## config.mk

```make
export PLATFORM = sky130hd
export DESIGN_NAME = frac_cen_gen
export DESIGN_NICKNAME = d
export VERILOG_FILES = /design/src/rtl/frac_cen_gen.sv
export SDC_FILE = /design/constraint.sdc
export NUM_CORES = 1
export LEC_CHECK = 0
export BUFFER_PORTS_ARGS = -buffer_cell sky130_fd_sc_hd__buf_4
export CAP_MARGIN = 40
export CORE_AREA = 2 2 164 166
export CTS_CLUSTER_SIZE = 10
export DETAILED_ROUTE_END_ITERATION = 7
export DIE_AREA = 0 0 166 168
export PLACE_DENSITY = 0.59
export SLEW_MARGIN = 20
export SYNTH_ARGS = -nofsm -noshare
export SYNTH_HDL_FRONTEND = slang
export SYNTH_SLANG_ARGS = --single-unit
```

## constraint.sdc

```tcl
create_clock -name clk_chipset -period 4.3 [get_ports clk_chipset]
set_clock_uncertainty 0.1 [all_clocks]
set_input_delay 0.215 -clock clk_chipset [delete_from_list [all_inputs] [get_ports clk_chipset]]
set_output_delay 0.215 -clock clk_chipset [all_outputs]
set_load 0.05 [all_outputs]
```

## src/rtl/frac_cen_gen.sv

```systemverilog
// Multi-channel fractional clock-enable generator: each channel is a phase
// accumulator emitting inc/mod enables per clock, plus an optional post-divided enable.
module frac_cen_gen #(
  parameter int NCH    = 2,
  parameter int ACC_W  = 22,
  parameter int POST_W = 3
) (
  input  logic                    clk_chipset,
  input  logic                    reset,
  input  logic [NCH-1:0]          en,
  input  logic                    sync_clr,
  input  logic [NCH*ACC_W-1:0]    inc,
  input  logic [NCH*ACC_W-1:0]    mod,
  input  logic [NCH*POST_W-1:0]   post_div,
  output logic [NCH-1:0]          cen,
  output logic [NCH-1:0]          cen_post,
  output logic [NCH-1:0]          cfg_err
);

  localparam logic [POST_W-1:0] PCNT_ONE = {{(POST_W-1){1'b0}}, 1'b1};

  for (genvar i = 0; i < NCH; i++) begin : g_ch
    logic [ACC_W-1:0]  inc_w, mod_w;
    logic [POST_W-1:0] pd_w;
    logic [ACC_W:0]    nxt;
    logic [ACC_W-1:0]  acc_q, acc_d;
    logic [POST_W-1:0] pcnt_q, pcnt_d;
    logic              cen_q, cen_d;
    logic              post_q, post_d;
    logic              err_q, err_d;

    assign inc_w = inc[i*ACC_W +: ACC_W];
    assign mod_w = mod[i*ACC_W +: ACC_W];
    assign pd_w  = post_div[i*POST_W +: POST_W];

    // Sum kept one bit wider so the compare against mod never sees a wrapped value.
    assign nxt = {1'b0, acc_q} + {1'b0, inc_w};

    always_comb begin
      acc_d  = acc_q;
      pcnt_d = pcnt_q;
      cen_d  = 1'b0;
      post_d = 1'b0;
      err_d  = err_q;
      if (sync_clr || !en[i]) begin
        acc_d  = '0;
        pcnt_d = '0;
      end else begin
        if (mod_w == '0 || inc_w >= mod_w) begin
          cen_d = 1'b1;
          acc_d = '0;
          err_d = 1'b1;
        end else if (acc_q >= mod_w) begin
          // mod was lowered below the current phase: flush it out with one pulse.
          cen_d = 1'b1;
          acc_d = '0;
        end else if (nxt >= {1'b0, mod_w}) begin
          cen_d = 1'b1;
          acc_d = nxt[ACC_W-1:0] - mod_w;
        end else begin
          acc_d = nxt[ACC_W-1:0];
        end

        if (cen_d) begin
          if (pcnt_q == pd_w) begin
            post_d = 1'b1;
            pcnt_d = '0;
          end else begin
            pcnt_d = pcnt_q + PCNT_ONE;
          end
        end
      end
    end

    always_ff @(posedge clk_chipset or posedge reset) begin
      if (reset) begin
        acc_q  <= '0;
        pcnt_q <= '0;
        cen_q  <= 1'b0;
        post_q <= 1'b0;
        err_q  <= 1'b0;
      end else begin
        acc_q  <= acc_d;
        pcnt_q <= pcnt_d;
        cen_q  <= cen_d;
        post_q <= post_d;
        err_q  <= err_d;
      end
    end

    assign cen[i]      = cen_q;
    assign cen_post[i] = post_q;
    assign cfg_err[i]  = err_q;
  end

endmodule

```

==> reports/results.ini <==
[outcome]
status=finished, violations left
failed_checks=setup timing

[sta]
period_minus_slack_ns=4.47
worst_pin_slew_ns=0.727
post-route-period-util_pct=104
setup_viol=45
max_freq_mhz=224
slew_violations=0
hold_violations=0
setup_ws_ns=-0.166
max-slew-margin-rel_pct=50.3
rsz0062_at_grt=yes
finalSetupTns_ns=-2.37

[routing]
drt-pass1-iter-count=7
vias=9416
antenna_left=0
drt_iter0_drc=459
drt_wl_total_um=30800
wire_per_inst_um=17.6
viasPerCell=5.38
route.detailed.drc=0

[worst_setup_path]
r2r-end=g_ch[0].acc_q[12]
path_buf_inv=6
crit_slowest_cell=dfrtp_1
reg2reg_from=g_ch[0].acc_q[2]
required_ns=4.44
r2r_cells=22
worstPathArrival_ns=4.61
critPathKind=reg2reg
cp-startpoint=g_ch[0].acc_q[2]
setup.worst_path.end=g_ch[0].acc_q[12]
r2r_slack_ns=-0.17
cp_top_family=simple AND/OR/NAND/NOR gates
critical_path.endpoint_type=register
cpPeakStageDelay_ns=0.40
start_kind=register
cp_max_fo=7
critical_path.most_common_cell=buf_4
cp.depth=22
worstPathCellList=ha_1 > buf_4 > and2b_2 > o2111ai_4 > a31oi_4 > buf_4 > buf_6 > buf_6 > a21o_1 > a21oi_2 > xnor2_2 > ha_4 > nand4_1 > nor3_2 > buf_4 > nand4_1 > a21oi_2 > nor3_4 > and2_4 > buf_4 > or3_4 > a21oi_2

[yosys]
syn_area_sq_um=8980
synth_top_cell_by_area=ha_1
synth.area.top_cells=ha_1 (25%), dfrtp_1 (16%), a21oi_1 (5.8%)
synth_area_per_cell_sq_um=8.01
ys.flop_type=dfrtp_1
ys_seq_elements=56
syn_nets=1401
synth_cell_types=77
ys_top_cells_by_count=ha_1 (178), a21oi_1 (104), nor2_1 (83)
synthCells=1120
yosysMostFrequentCell=ha_1
synth_edf_count=0
yosysWarnings=0
async_flop_share_pct=100
synth_top_area_share_pct=24.8
yosysSeqAreaShare_pct=15.6

[power_and_ir_drop]
leakagePower_nw=6.27
combPwrFrac_pct=81.1
clkPwrFrac_pct=7.5
pwr-share-seq_pct=11.4
p_sw_mw=2.77
switching_share_pct=46.0
p_int_mw=3.26
p_total_mw=6.03
irDropWorstVdd_v=0.000212
cellPowerDensity_nw_per_um2=484

[global_routing]
overflow=0
grt_pass1_wl_um=48000
grt.total_usage_pct=21.2
grt_pass1_vias=9606
grt_max_degree=30
antenna_found_initial=0

[cts]
cts.sinks=56
cts_tree=done
clkSlewWorstSetupHoldPaths_ns=0.08
cts-buffers-inserted=5
htree_levels=2
cts_root_buf=clkbuf_16
clk_latency_ns=0.31
clockBufferDepth=2

[floorplanning]
die_width_um=166
fp.dieH_um=168
start_util_pct=34.1
fp-row-count=60
io_pins=105
die_area_sq_um=27900
core_area_sq_um=26400

[finish]
num-fill-cells=2586
diodes=0
fin_area_sq_um=12500
area_delta_synth_final_pct=38.8
nNetsFinal=1688
layout-drive-gt1-share_pct=31.7

[placement]
dpl.hpwl_um=25000
placed_cell_area_sq_um=11300
portBuffers=104
dp_slack_ns=-0.264
globalplace.congestion=0.902

[job]
max_cap_violations=0

[hold_path]
hold_class=in2reg

layer usage:
layer / share of wire [%] / GRT usage (%)
met1: 45 / 26.6
met2: 49 / 38.3
met3: 3.7 / 2.40
met4: 2.7 / 6.09
met5: 0 / 0
worst min path at each step:
| stage | from | endpoint | depth (start not counted) |
|---|---|---|---|
| after floorplan | en[1] | g_ch[1].pcnt_q[2] | 2 |
| after global placement | reset | g_ch[1].acc_q[0] | 2 |
| after detailed placement | reset | g_ch[1].acc_q[1] | 2 |
| after CTS | mod[1] | g_ch[0].acc_q[1] | 3 |
| after global routing | mod[1] | g_ch[0].acc_q[1] | 3 |
| final | mod[0] | g_ch[0].acc_q[0] | 3 |
per-stage QoR:
step                      instances  util, %  hold slack (ns)
after floorplan                1120        -            0.319
after global placement         1699     42.8            0.275
after detailed placement       1699     42.8            0.277
after CTS                      1732     45.1            0.190
after global routing           1749     47.3            0.208
final                          1749     47.3            0.216
cells in the final DEF (no fill, tap or decap), types with 9 or more instances in the layout:
cell and n:
xnor2_1 40, o21a_1 17, nor4_1 12, a21oi_2 22
nand2b_1 16, nand2_1 52, xor2_1 20, nor2_1 75
nor2b_1 15, a21o_1 45, nor3_1 24, buf_4 285
a211oi_1 16, ha_1 170, and3_1 9, inv_1 79
nand3_1 29, o21ai_0 38, dfrtp_1 56, a21oi_1 82
mux2i_1 10, a31oi_1 11, nand3b_1 9, nand4_1 34
buf_6 13
cells by family after synthesis:
family | count (synthesis) | synth area share [%]
simple gates | 359 | 20.7
compound gates | 338 | 25.3
fa+ha+maj | 182 | 25.7
buf+inv | 108 | 4.99
xor+xnor | 66 | 6.44
flops | 56 | 15.6
mux | 11 | 1.23
worst reg2reg max path: cells and delay by family, from the launching register on:
family / cells / cell delay (ns)
compound gates: 6 / 1.11
xor+xnor: 1 / 0.12
fa+ha+maj: 2 / 0.60
buf+inv: 6 / 0.82
flops: 1 / 0.40
simple gates: 7 / 1.26
state kept, by name (all words and copies together) (netlist names):
register,count
g_ch.cen_q,2
g_ch.post_q,2
g_ch.pcnt_q,6
g_ch.acc_q,44
g_ch.err_q,2
what timing repair did:
item / CTS / global route
pin swaps: 54 / 56
buffers inserted: 23 / 14
hold buffers: 1 / 0
gates resized for setup: 62 / 100
hold endpoints to repair: 28 / 0
gates cloned: 1 / 3
endpoints found under the setup margin: 54 / 54
area by class of cell:
cell class,instances,area [sq um],share of cell area (%)
clock buffer,5,125,1.00
clock inverter,3,26.3,0.211
inverter,82,308,2.47
multi-input combinational,956,7720,62.0
sequential,56,1400,11.2
tap,341,427,3.42
timing repair buffer,306,2450,19.7
power by group through the flow:
| stage | Sequential, mW | Clock [mW] | Combinational [mW] |
|---|---|---|---|
| 2_1_floorplan | 0.664 | 0 | 2.58 |
| 3_3_place_gp | 0.698 | 0 | 3.93 |
| 3_5_place_dp | 0.696 | 0 | 3.97 |
| 4_1_cts | 0.688 | 0.470 | 4.32 |
| 5_1_grt | 0.700 | 0.488 | 5.35 |
| 6_report | 0.690 | 0.451 | 4.89 |
(Power assumes the default switching activity.)
